[src/rtl/mips_ctrl_pkg.sv]
// Shared definitions for the multicycle MIPS controller: FSM state encoding,
// opcode/funct constants, ALU operation classes and ALU control encodings.
// Optional feature macro: CTRL_BNE_EN (adds bne decoding).
package mips_ctrl_pkg;

    typedef enum logic [3:0] {
        S_FETCH   = 4'd0,
        S_DECODE  = 4'd1,
        S_MEMADR  = 4'd2,
        S_MEMRD   = 4'd3,
        S_MEMWB   = 4'd4,
        S_MEMWR   = 4'd5,
        S_RTYPEEX = 4'd6,
        S_RTYPEWB = 4'd7,
        S_BEQEX   = 4'd8,
        S_ADDIEX  = 4'd9,
        S_ADDIWB  = 4'd10,
        S_JEX     = 4'd11,
        S_BNEEX   = 4'd12
    } state_t;

    typedef enum logic [1:0] {
        ALUOP_ADD   = 2'b00,
        ALUOP_SUB   = 2'b01,
        ALUOP_FUNCT = 2'b10
    } aluop_t;

    localparam logic [5:0] OP_RTYPE = 6'b000000;
    localparam logic [5:0] OP_LW    = 6'b100011;
    localparam logic [5:0] OP_SW    = 6'b101011;
    localparam logic [5:0] OP_BEQ   = 6'b000100;
    localparam logic [5:0] OP_BNE   = 6'b000101;
    localparam logic [5:0] OP_ADDI  = 6'b001000;
    localparam logic [5:0] OP_J     = 6'b000010;

    localparam logic [5:0] FN_ADD = 6'b100000;
    localparam logic [5:0] FN_SUB = 6'b100010;
    localparam logic [5:0] FN_AND = 6'b100100;
    localparam logic [5:0] FN_OR  = 6'b100101;
    localparam logic [5:0] FN_SLT = 6'b101010;

    localparam logic [2:0] ALU_ADD = 3'b010;
    localparam logic [2:0] ALU_SUB = 3'b110;
    localparam logic [2:0] ALU_AND = 3'b000;
    localparam logic [2:0] ALU_OR  = 3'b001;
    localparam logic [2:0] ALU_SLT = 3'b111;

    // True when DECODE knows where to send this opcode.
    function automatic logic is_supported_op(input logic [5:0] op);
        logic ok;
        case (op)
            OP_RTYPE, OP_LW, OP_SW, OP_BEQ, OP_ADDI, OP_J: ok = 1'b1;
`ifdef CTRL_BNE_EN
            OP_BNE: ok = 1'b1;
`endif
            default: ok = 1'b0;
        endcase
        return ok;
    endfunction

endpackage

[src/rtl/multicycle_ctrl_alu_decoder.sv]
// ALU decoder: maps the FSM's ALU operation class and the funct field onto
// the 3-bit ALU control. Unknown funct codes fall back to add.
import mips_ctrl_pkg::*;

module alu_decoder (
    input  aluop_t     aluop,
    input  logic [5:0] funct,
    output logic [2:0] alucontrol
);

    // Select the ALU operation from the operation class, consulting funct for R-type.
    always_comb begin
        alucontrol = ALU_ADD;
        case (aluop)
            ALUOP_ADD: alucontrol = ALU_ADD;
            ALUOP_SUB: alucontrol = ALU_SUB;
            ALUOP_FUNCT: begin
                case (funct)
                    FN_ADD:  alucontrol = ALU_ADD;
                    FN_SUB:  alucontrol = ALU_SUB;
                    FN_AND:  alucontrol = ALU_AND;
                    FN_OR:   alucontrol = ALU_OR;
                    FN_SLT:  alucontrol = ALU_SLT;
                    default: alucontrol = ALU_ADD;
                endcase
            end
            default: alucontrol = ALU_ADD;
        endcase
    end

endmodule

[src/rtl/multicycle_ctrl_checker.sv]
// Property checker for the controller: the memory write, register write and
// instruction register load never fire together.
module multicycle_ctrl_checker (
    input logic clk,
    input logic reset,
    input logic memwrite,
    input logic regwrite,
    input logic irwrite
);

    // At most one of the three write strobes may be high in any cycle.
    a_one_write: assert property (@(posedge clk) disable iff (reset)
        $onehot0({memwrite, regwrite, irwrite}));

endmodule

[src/rtl/multicycle_ctrl.sv]
// Main control FSM for the multicycle MIPS core. Moore outputs are decoded
// from the registered state; pcen additionally folds in the ALU zero flag and
// illegal_op looks at the opcode while in DECODE.
// Optional feature macro: CTRL_BNE_EN (bne support through the BNEEX state).
import mips_ctrl_pkg::*;

module multicycle_ctrl (
    input  logic       clk,
    input  logic       reset,
    input  logic [5:0] op,
    input  logic [5:0] funct,
    input  logic       zero,
    output logic       pcen,
    output logic       memwrite,
    output logic       irwrite,
    output logic       regwrite,
    output logic       iord,
    output logic       memtoreg,
    output logic       regdst,
    output logic       alusrca,
    output logic [1:0] alusrcb,
    output logic [1:0] pcsrc,
    output logic [2:0] alucontrol,
    output logic       illegal_op
);

    state_t state_r;
    state_t state_next_s;
    aluop_t aluop_s;
    logic   pcwrite_s;
    logic   branch_s;
`ifdef CTRL_BNE_EN
    logic   branchne_s;
`endif

    // State register; a synchronous reset aborts any instruction in flight.
    always_ff @(posedge clk) begin
        if (reset) begin
            state_r <= S_FETCH;
        end else begin
            state_r <= state_next_s;
        end
    end

    // Next-state logic, driven by the current state and the opcode.
    always_comb begin
        state_next_s = S_FETCH;
        case (state_r)
            S_FETCH: state_next_s = S_DECODE;
            S_DECODE: begin
                case (op)
                    OP_LW, OP_SW: state_next_s = S_MEMADR;
                    OP_RTYPE:     state_next_s = S_RTYPEEX;
                    OP_BEQ:       state_next_s = S_BEQEX;
                    OP_ADDI:      state_next_s = S_ADDIEX;
                    OP_J:         state_next_s = S_JEX;
`ifdef CTRL_BNE_EN
                    OP_BNE:       state_next_s = S_BNEEX;
`endif
                    default:      state_next_s = S_FETCH;
                endcase
            end
            S_MEMADR: begin
                case (op)
                    OP_LW:   state_next_s = S_MEMRD;
                    OP_SW:   state_next_s = S_MEMWR;
                    default: state_next_s = S_FETCH;
                endcase
            end
            S_MEMRD:   state_next_s = S_MEMWB;
            S_RTYPEEX: state_next_s = S_RTYPEWB;
            S_ADDIEX:  state_next_s = S_ADDIWB;
            default:   state_next_s = S_FETCH;
        endcase
    end

    // Output table; reset and unreachable encodings leave every enable low.
    always_comb begin
        memwrite   = 1'b0;
        irwrite    = 1'b0;
        regwrite   = 1'b0;
        iord       = 1'b0;
        memtoreg   = 1'b0;
        regdst     = 1'b0;
        alusrca    = 1'b0;
        alusrcb    = 2'b00;
        pcsrc      = 2'b00;
        illegal_op = 1'b0;
        aluop_s    = ALUOP_ADD;
        pcwrite_s  = 1'b0;
        branch_s   = 1'b0;
`ifdef CTRL_BNE_EN
        branchne_s = 1'b0;
`endif
        if (reset) begin
            aluop_s = ALUOP_ADD;
        end else begin
            case (state_r)
                S_FETCH: begin
                    irwrite   = 1'b1;
                    pcwrite_s = 1'b1;
                    alusrcb   = 2'b01;
                end
                S_DECODE: begin
                    alusrcb    = 2'b11;
                    illegal_op = ~is_supported_op(op);
                end
                S_MEMADR: begin
                    alusrca = 1'b1;
                    alusrcb = 2'b10;
                end
                S_MEMRD: iord = 1'b1;
                S_MEMWB: begin
                    memtoreg = 1'b1;
                    regwrite = 1'b1;
                end
                S_MEMWR: begin
                    iord     = 1'b1;
                    memwrite = 1'b1;
                end
                S_RTYPEEX: begin
                    alusrca = 1'b1;
                    aluop_s = ALUOP_FUNCT;
                end
                S_RTYPEWB: begin
                    regdst   = 1'b1;
                    regwrite = 1'b1;
                end
                S_BEQEX: begin
                    alusrca  = 1'b1;
                    aluop_s  = ALUOP_SUB;
                    pcsrc    = 2'b01;
                    branch_s = 1'b1;
                end
`ifdef CTRL_BNE_EN
                S_BNEEX: begin
                    alusrca    = 1'b1;
                    aluop_s    = ALUOP_SUB;
                    pcsrc      = 2'b01;
                    branchne_s = 1'b1;
                end
`endif
                S_ADDIEX: begin
                    alusrca = 1'b1;
                    alusrcb = 2'b10;
                end
                S_ADDIWB: regwrite = 1'b1;
                S_JEX: begin
                    pcsrc     = 2'b10;
                    pcwrite_s = 1'b1;
                end
                default: aluop_s = ALUOP_ADD;
            endcase
        end
    end

`ifdef CTRL_BNE_EN
    assign pcen = pcwrite_s | (branch_s & zero) | (branchne_s & ~zero);
`else
    assign pcen = pcwrite_s | (branch_s & zero);
`endif

    alu_decoder u_alu_decoder (
        .aluop      (aluop_s),
        .funct      (funct),
        .alucontrol (alucontrol)
    );

    multicycle_ctrl_checker u_checker (
        .clk      (clk),
        .reset    (reset),
        .memwrite (memwrite),
        .regwrite (regwrite),
        .irwrite  (irwrite)
    );

endmodule

[config.mk]
export PLATFORM = sky130hd
export DESIGN_NAME = multicycle_ctrl
export DESIGN_NICKNAME = d
export VERILOG_FILES = /design/src/rtl/mips_ctrl_pkg.sv /design/src/rtl/multicycle_ctrl_alu_decoder.sv /design/src/rtl/multicycle_ctrl_checker.sv /design/src/rtl/multicycle_ctrl.sv
export SDC_FILE = /design/constraint.sdc
export NUM_CORES = 1
export LEC_CHECK = 0
export BUFFER_PORTS_ARGS = -buffer_cell sky130_fd_sc_hd__clkbuf_2
export CAP_MARGIN = 20
export CORE_MARGIN = 8
export CORE_UTILIZATION = 46
export CTS_BUF_LIST = sky130_fd_sc_hd__clkbuf_8
export DETAILED_ROUTE_END_ITERATION = 8
export PLACE_DENSITY = 0.81
export SETUP_SLACK_MARGIN = 0.4
export SYNTH_ARGS = -nofsm -noshare
export SYNTH_HDL_FRONTEND = slang
export SYNTH_HIERARCHICAL = 1
export SYNTH_SLANG_ARGS = --single-unit
[constraint.sdc]
create_clock -name clk -period 2.15 [get_ports clk]
set_input_delay 0.215 -clock clk [delete_from_list [all_inputs] [get_ports clk]]
set_output_delay 0.215 -clock clk [all_outputs]
set_load 0.02 [all_outputs]
==> results of run 1 <==
[repair_timing]
item / in CTS / in global routing
setup endpoints to repair: 5 / 6
pin swaps: 7 / 7
buffers inserted: 6 / 4
resized for setup: 20 / 12
[worst max-delay path: stages, from the launching register on]
cell and delay (ns):
dfxtp_4 0.35, nand2b_4 0.14, or2_4 0.25, nor2_4 0.13, ha_4 0.21, nand4bb_4 0.22
o22ai_2 0.14, clkbuf_8 0.18
[kinds of logic (layout without fill, tap and decap cells)]
kind of cell,count (synthesis),after routing,share of synthesized area
AND/OR/NAND/NOR,46,46,0.475
AO/OA/AOI/OAI,21,21,0.226
buffers and inverters,12,52,0.0933
flip-flops,4,4,0.133
adder cells (fa/ha/maj),2,2,0.0415
XOR/XNOR,1,1,0.0145
multiplexers,1,1,0.0166
[cells in the final DEF, fill, tap and decap left out, types with 2 or more instances in the layout]
cell type,n
nand2_1,5
or3_4,2
nor3_1,4
buf_6,3
clkbuf_2,25
inv_1,5
o21ai_0,4
nor2_1,9
a21oi_1,5
nand2b_4,3
clkbuf_8,5
a211oi_1,2
dfxtp_4,3
nor2_4,2
o41ai_1,2
nor4_4,2
nand2b_1,3
buf_4,12
[final timing paths]
kind | startpoint | slack [ns] | end | depth (start not counted)
max | state_r[3] | 0.09 | alucontrol[2] | 7
min | op[1] | 0.37 | state_r[2] | 4
max reg2reg | state_r[2] | 0.92 | state_r[2] | 5
min reg2reg | state_r[0] | 0.66 | state_r[2] | 3
[per-layer routing]
layer	track usage	part of all wire
met1	0.192	0.37
met5	0	0
met2	0.286	0.49
met3	0.0568	0.11
met4	0.0603	0.037
[cell type report]
type | count | area (µm²)
fill | 68 | 194
timing repair buffer | 43 | 292
inverter | 6 | 22.5
sequential | 4 | 92.6
clock buffer | 3 | 41.3
tap | 15 | 18.8
multi-input combinational | 71 | 608
[power by group]
part           switching (mW)  total [mW]  internal [mW]  leakage, nW
registers             0.00501      0.0800         0.0750       0.0352
logic                  0.0612       0.107         0.0459        0.352
clock network          0.0401       0.159          0.119       0.0216
==> results.json, run 1 <==
{
  "clkTransAtPathRegs_ns": 0.03,
  "cts_tree": "yes",
  "synth_top_area_frac": 0.133,
  "fin_ws_ns": 0.0861,
  "synth.area.top_cells": "dfxtp_1 (13%), nor2_1 (6.8%), nand2b_1 (5.2%), a21oi_1 (5.0%), nor3_1 (5.0%)",
  "wl_mm": 2.61,
  "relSlewSlack": 0.708,
  "grtUsageTotal": 0.169,
  "synthCells": 87,
  "layout_min_cycle_time_ns": 2.06,
  "drive_above_1_share": 0.575,
  "clock_latency_ns": 0.22,
  "fin_cells": 142,
  "worst_pin_slew_ns": 0.433,
  "placementRows": 13,
  "nets": 146,
  "hold_violations": 0,
  "cts_root_buffer": "clkbuf_8",
  "criticalPathCategory": "flip-flop to output pin",
  "grt_pass1_vias": 805,
  "finalSetupViolations": 0,
  "async_flop_share": 0,
  "fin_crit_sh": 0.960,
  "syn_area_per_cell_um2": 6.93,
  "status": "finished, final reports clean",
  "grt_pass1_wl_mm": 3.63,
  "place.port_buffers": 30,
  "cap_violations": 0,
  "post-route-drc-count": 0,
  "ctsHoldBuffers": 0,
  "end_kind": "output pin",
  "synth_nets": 104,
  "grt_max_degree": 11,
  "drt.antenna.violating_nets": 0,
  "powerDensity_nw_per_um2": 322,
  "slew_violations": 0,
  "top_register": "state_r",
  "arrival_ns": 1.85,
  "largest_reg_flops": 4,
  "initial_utilization": 0.475,
  "synth-seq-cells": 4,
  "hold_ws_ns": 0.374,
  "fin_worst_skew_ns": 0.000645,
  "htreeDepth": 1,
  "reg.largest.list": "state_r (4)",
  "p_leak_nw": 0.408,
  "path_max_fanout": 5,
  "postLayoutCoreUtil": 0.847,
  "hp-class": "input pin to flip-flop",
  "timing.fmax_ghz": 0.485,
  "io_pins": 31,
  "grt_overflow_total": 0,
  "die_w_um": 52.2,
  "synth_edf_count": 0,
  "die_area_um2": 2730,
  "antenna_found_initial": 0,
  "ys_warn_count": 6,
  "core_area_um2": 1270,
  "globalplace.congestion": 0.905,
  "num_vias": 888,
  "wl_per_cell_um": 18.4,
  "stdcell_area_um2": 1070,
  "synth_area_um2": 603,
  "required_ns": 1.93,
  "ir_drop_mv": 0.277,
  "numCtsBuffers": 3,
  "firstDrtPassIters": 6,
  "place_area_um2": 856,
  "synth_cell_types": 36,
  "ys_seq_area_frac": 0.133,
  "clockBufferDepth": 2,
  "post-synth-top-count-cell": "nor2_1",
  "drtIter0Drc": 42,
  "cts.sinks": 4,
  "syn2layout_area_growth_pct": 78.2,
  "rsz0062_at_grt": "true",
  "dp_hpwl_mm": 1.52,
  "synth-main-ff-cell": "dfxtp_1",
  "antenna_cells": 0,
  "start_kind": "flip-flop",
  "avgViaCountPerCell": 6.25,
  "fin_tns_setup_ns": 0,
  "p_total_mw": 0.347,
  "dp_slack_ns": 0.189,
  "ys_top_cells_by_count": "nor2_1 (11), a21oi_1 (6), inv_1 (6), nor3_1 (6)",
  "dp.cells": 129,
  "die_h_um": 52.2,
  "yosys.area.top_type": "dfxtp_1"
}
No activity file was read; power rests on OpenSTA's default activity.
==> run 2, diff against run 1 <==
Settings changed: BUFFER_PORTS_ARGS -buffer_cell sky130_fd_sc_hd__clkbuf_2 to not set, CORE_AREA set to 8 8 45 47, CORE_MARGIN 8 to not set, CORE_UTILIZATION 46 to not set, DIE_AREA set to 0 0 53 55, DONT_BUFFER_PORTS set to 1, PLACE_DENSITY 0.81 to not set.
==> results.json, run 2 (synthesis gave the netlist of run 1 again) <==
{
  "dp.cells": 106,
  "p_total_mw": 0.321,
  "end_kind": "output pin",
  "clkTransAtPathRegs_ns": 0.03,
  "hold_path_startpoint": "op[3]",
  "drtIter0Drc": 16,
  "path_max_fanout": 4,
  "r2r-start": "state_r[1]",
  "timing.fmax_ghz": 0.507,
  "die_area_um2": 2920,
  "worst_pin_slew_ns": 0.619,
  "crit_buf_inv": 0,
  "slew_violations": 0,
  "globalplace.congestion": 0.753,
  "initial_utilization": 0.436,
  "wl_mm": 2.07,
  "place.port_buffers": 0,
  "grt_overflow_total": 0,
  "drt.antenna.violating_nets": 0,
  "rr_endpoint": "state_r[0]",
  "die_h_um": 55,
  "io_pins": 31,
  "clockBufferDepth": 2,
  "final_common_cell": "buf_4",
  "p_leak_nw": 0.302,
  "drive_above_1_share": 0.466,
  "critical_path.top_delay_family": "simple AND/OR/NAND/NOR gates",
  "reg.largest.list": "state_r (4)",
  "num_vias": 721,
  "layout_min_cycle_time_ns": 1.97,
  "stdcell_area_um2": 946,
  "arrival_ns": 1.76,
  "htreeDepth": 1,
  "syn2layout_area_growth_pct": 56.8,
  "reg2reg_depth": 6,
  "fin_worst_skew_ns": 0.00540,
  "cp_num_cells": 6,
  "finalSetupViolations": 0,
  "powerDensity_nw_per_um2": 339,
  "postLayoutCoreUtil": 0.684,
  "cts_tree": "yes",
  "core_area_um2": 1380,
  "numCtsBuffers": 3,
  "firstDrtPassIters": 4,
  "grt_pass1_wl_mm": 3.06,
  "avgViaCountPerCell": 6.06,
  "slowest_stage": "dfxtp_4",
  "antenna_found_initial": 0,
  "status": "finished, final reports clean",
  "criticalPathCategory": "flip-flop to output pin",
  "post-route-drc-count": 0,
  "start_kind": "flip-flop",
  "hold_violations": 0,
  "relSlewSlack": 0.582,
  "fin_tns_setup_ns": 0,
  "antenna_cells": 0,
  "hold_ws_ns": 0.152,
  "cap_violations": 0,
  "dp_slack_ns": 0.299,
  "fin_ws_ns": 0.177,
  "dp_hpwl_mm": 1.42,
  "r2r_setup_slack_ns": 0.84,
  "cts_root_buffer": "clkbuf_8",
  "top_register": "state_r",
  "ir_drop_mv": 0.257,
  "final_cell_mix": "buf_4 (17), nor2_1 (9), inv_1 (6)",
  "grt_pass1_vias": 691,
  "fin_cells": 119,
  "wl_per_cell_um": 17.4,
  "cp-startpoint": "state_r[3]",
  "nets": 122,
  "cpPeakStageDelay_ns": 0.33,
  "endpoint": "alucontrol[0]",
  "grt_max_degree": 14,
  "rsz0062_at_grt": "true",
  "grtUsageTotal": 0.140,
  "largest_reg_flops": 4,
  "required_ns": 1.93,
  "clock_latency_ns": 0.23,
  "hp-class": "input pin to flip-flop",
  "fin_crit_sh": 0.918,
  "ctsHoldBuffers": 0,
  "die_w_um": 53,
  "worstPathCellList": "nand2b_4, or2_4, nor2_4, ha_4, nand4bb_4, a21oi_4",
  "cts.sinks": 4,
  "n_fill_cell": 107,
  "placementRows": 14,
  "place_area_um2": 752
}
[run 2: worst min path at each step]
stage	endpoint	slack (ns)	cells after the start
2_1_floorplan	state_r[2]	0.38	3
3_3_place_gp	state_r[2]	0.40	3
3_5_place_dp	state_r[2]	0.39	3
4_1_cts	state_r[2]	0.15	3
5_1_grt	state_r[2]	0.16	3
6_report	state_r[2]	0.15	3
[run 2: cell type report]
type                    count  area, µm²  area share
flip-flops and latches      4       92.6      0.0979
repair buffers             19        150       0.159
multi-input cells          71        619       0.655
inverters                   6       22.5      0.0238
clock buffers               3       41.3      0.0437
well taps                  16       20.0      0.0212
[run 2: report_power, final]
group          switching [mW]  internal [mW]  total [mW]
Combinational          0.0385         0.0323      0.0708
Sequential            0.00799         0.0751      0.0831
Clock                  0.0467          0.120       0.167
[run 2: routing by layer]
layer  vias up  GRT usage  part of all wire
met5         -          0                 0
met2        26      0.246              0.52
met3         5     0.0428             0.098
li1        353          -                 -
met1       337      0.137              0.35
met4         0      0.103             0.032
[run 2: what timing repair did]
action | in CTS | in global routing
endpoints found under the setup margin | 6 | 6
setup buffers | 6 | 4
gates resized for setup | 16 | 4
pin swaps | 6 | 5
endpoints found under the hold margin | 0 | 0
[run 2: worst min-delay path, cell delays in order]
cell     delay (ns)
nor2_1         0.02
nand2_1        0.04
a21oi_1        0.05
==> run 3, diff against run 2 <==
Settings changed: SETUP_SLACK_MARGIN 0.4 to 0.2.
==> results.json, run 3 (synthesis gave the netlist of run 1 again) <==
{
  "status": "finished, final reports clean",
  "cap_violations": 0,
  "post-route-drc-count": 0,
  "n_fill_cell": 132,
  "slowest_stage": "dfxtp_2",
  "firstDrtPassIters": 4,
  "required_ns": 1.93,
  "drt.antenna.violating_nets": 0,
  "final_common_cell": "buf_4",
  "core_area_um2": 1380,
  "numCtsBuffers": 3,
  "fin_tns_setup_ns": 0,
  "drtIter0Drc": 12,
  "path_max_fanout": 4,
  "die_area_um2": 2920,
  "avgViaCountPerCell": 6.00,
  "grt_pass1_vias": 669,
  "end_kind": "output pin",
  "antenna_found_initial": 0,
  "wl_mm": 1.73,
  "clockBufferDepth": 2,
  "criticalPathCategory": "flip-flop to output pin",
  "timing.fmax_ghz": 0.519,
  "rsz0062_at_grt": "true",
  "finalSetupViolations": 0,
  "hold_ws_ns": 0.177,
  "reg.largest.list": "state_r (4)",
  "hold_violations": 0,
  "cts_root_buffer": "clkbuf_8",
  "final_cell_mix": "buf_4 (14), nor2_1 (10)",
  "arrival_ns": 1.71,
  "dp_hpwl_mm": 1.36,
  "wl_per_cell_um": 15.2,
  "hp-class": "input pin to flip-flop",
  "cts_tree": "yes",
  "num_vias": 684,
  "worstPathCellList": "nand2b_4, or2_4, nor2_4, ha_4, nand4bb_4, a21oi_4",
  "layout_min_cycle_time_ns": 1.93,
  "globalplace.congestion": 0.760,
  "nets": 117,
  "io_pins": 31,
  "grtUsageTotal": 0.128,
  "fin_crit_sh": 0.896,
  "place.port_buffers": 0,
  "placementRows": 14,
  "clock_latency_ns": 0.21,
  "start_kind": "flip-flop",
  "fin_worst_skew_ns": 0.00454,
  "drive_above_1_share": 0.378,
  "antenna_cells": 0,
  "relSlewSlack": 0.684,
  "initial_utilization": 0.436,
  "die_h_um": 55,
  "slew_violations": 0,
  "p_leak_nw": 0.272,
  "die_w_um": 53,
  "htreeDepth": 1,
  "syn2layout_area_growth_pct": 39.6,
  "grt_pass1_wl_mm": 2.93,
  "ir_drop_mv": 0.413,
  "grt_overflow_total": 0,
  "worst_pin_slew_ns": 0.475,
  "grt_max_degree": 11,
  "cpPeakStageDelay_ns": 0.31,
  "clkTransAtPathRegs_ns": 0.03,
  "cts.sinks": 4,
  "top_register": "state_r",
  "largest_reg_flops": 4,
  "powerDensity_nw_per_um2": 354
}
==> run 3: cell types whose count changed in the layout (fill, tap and decap cells not counted), sizes merged <==
cell | previous run | this run
buf | 19 | 14
==> run 3: stage by stage <==
step | power (mW) | utilization | setup slack [ns] | cells | area [µm²]
final | 0.298 | 0.608 | 0.223 | 114 | 842
after CTS | 0.302 | 0.597 | 0.181 | 114 | 826
after global placement | 0.142 | 0.524 | 0.331 | 108 | 726
after detailed placement | 0.142 | 0.524 | 0.301 | 108 | 726
after global routing | 0.319 | 0.608 | 0.131 | 114 | 842
after floorplan | 0.131 | - | 0.222 | 87 | 657
==> run 3: power breakdown <==
| group | internal, mW | switching (mW) |
|---|---|---|
| registers | 0.0776 | 0.00622 |
| clock network | 0.119 | 0.0344 |
| logic | 0.0272 | 0.0336 |
==> run 3: worst max-delay path, delay by kind of cell (launching register included) <==
kind / cells / cell delay (ns)
DFF: 1 / 0.31
and+or+nand+nor: 4 / 0.75
adders and majority gates: 1 / 0.22
AOI/OAI and AO/OA: 1 / 0.22
==> run 3: final timing paths <==
path	startpoint	end	slack, ns	cells after the start
min	op[3]	state_r[2]	0.18	3
min reg2reg	state_r[1]	state_r[2]	0.59	2
max reg2reg	state_r[1]	state_r[1]	0.86	4
max	state_r[3]	alucontrol[0]	0.22	6
==> run 3: repair_timing <==
action,4_1_cts,5_1_grt
pin swaps,4,5
hold buffers,0,0
endpoints found under the hold margin,0,0
buffers inserted,3,0
resized for setup,8,4
cloned,0,0
setup endpoints to repair,4,3
==> run 3: per-layer routing <==
metal  part of all wire  track usage
met5                  0            0
met1               0.40        0.145
met4                  0       0.0647
met3               0.13       0.0588
met2               0.47        0.201
==> run 3: cell type report <==
cell class,instances,area [µm²],area share
multi-input cells,71,569,0.676
repair buffers,14,105,0.125
flip-flops and latches,4,83.8,0.0996
inverters,6,22.5,0.0267
well taps,16,20.0,0.0238
clock buffers,3,41.3,0.0490
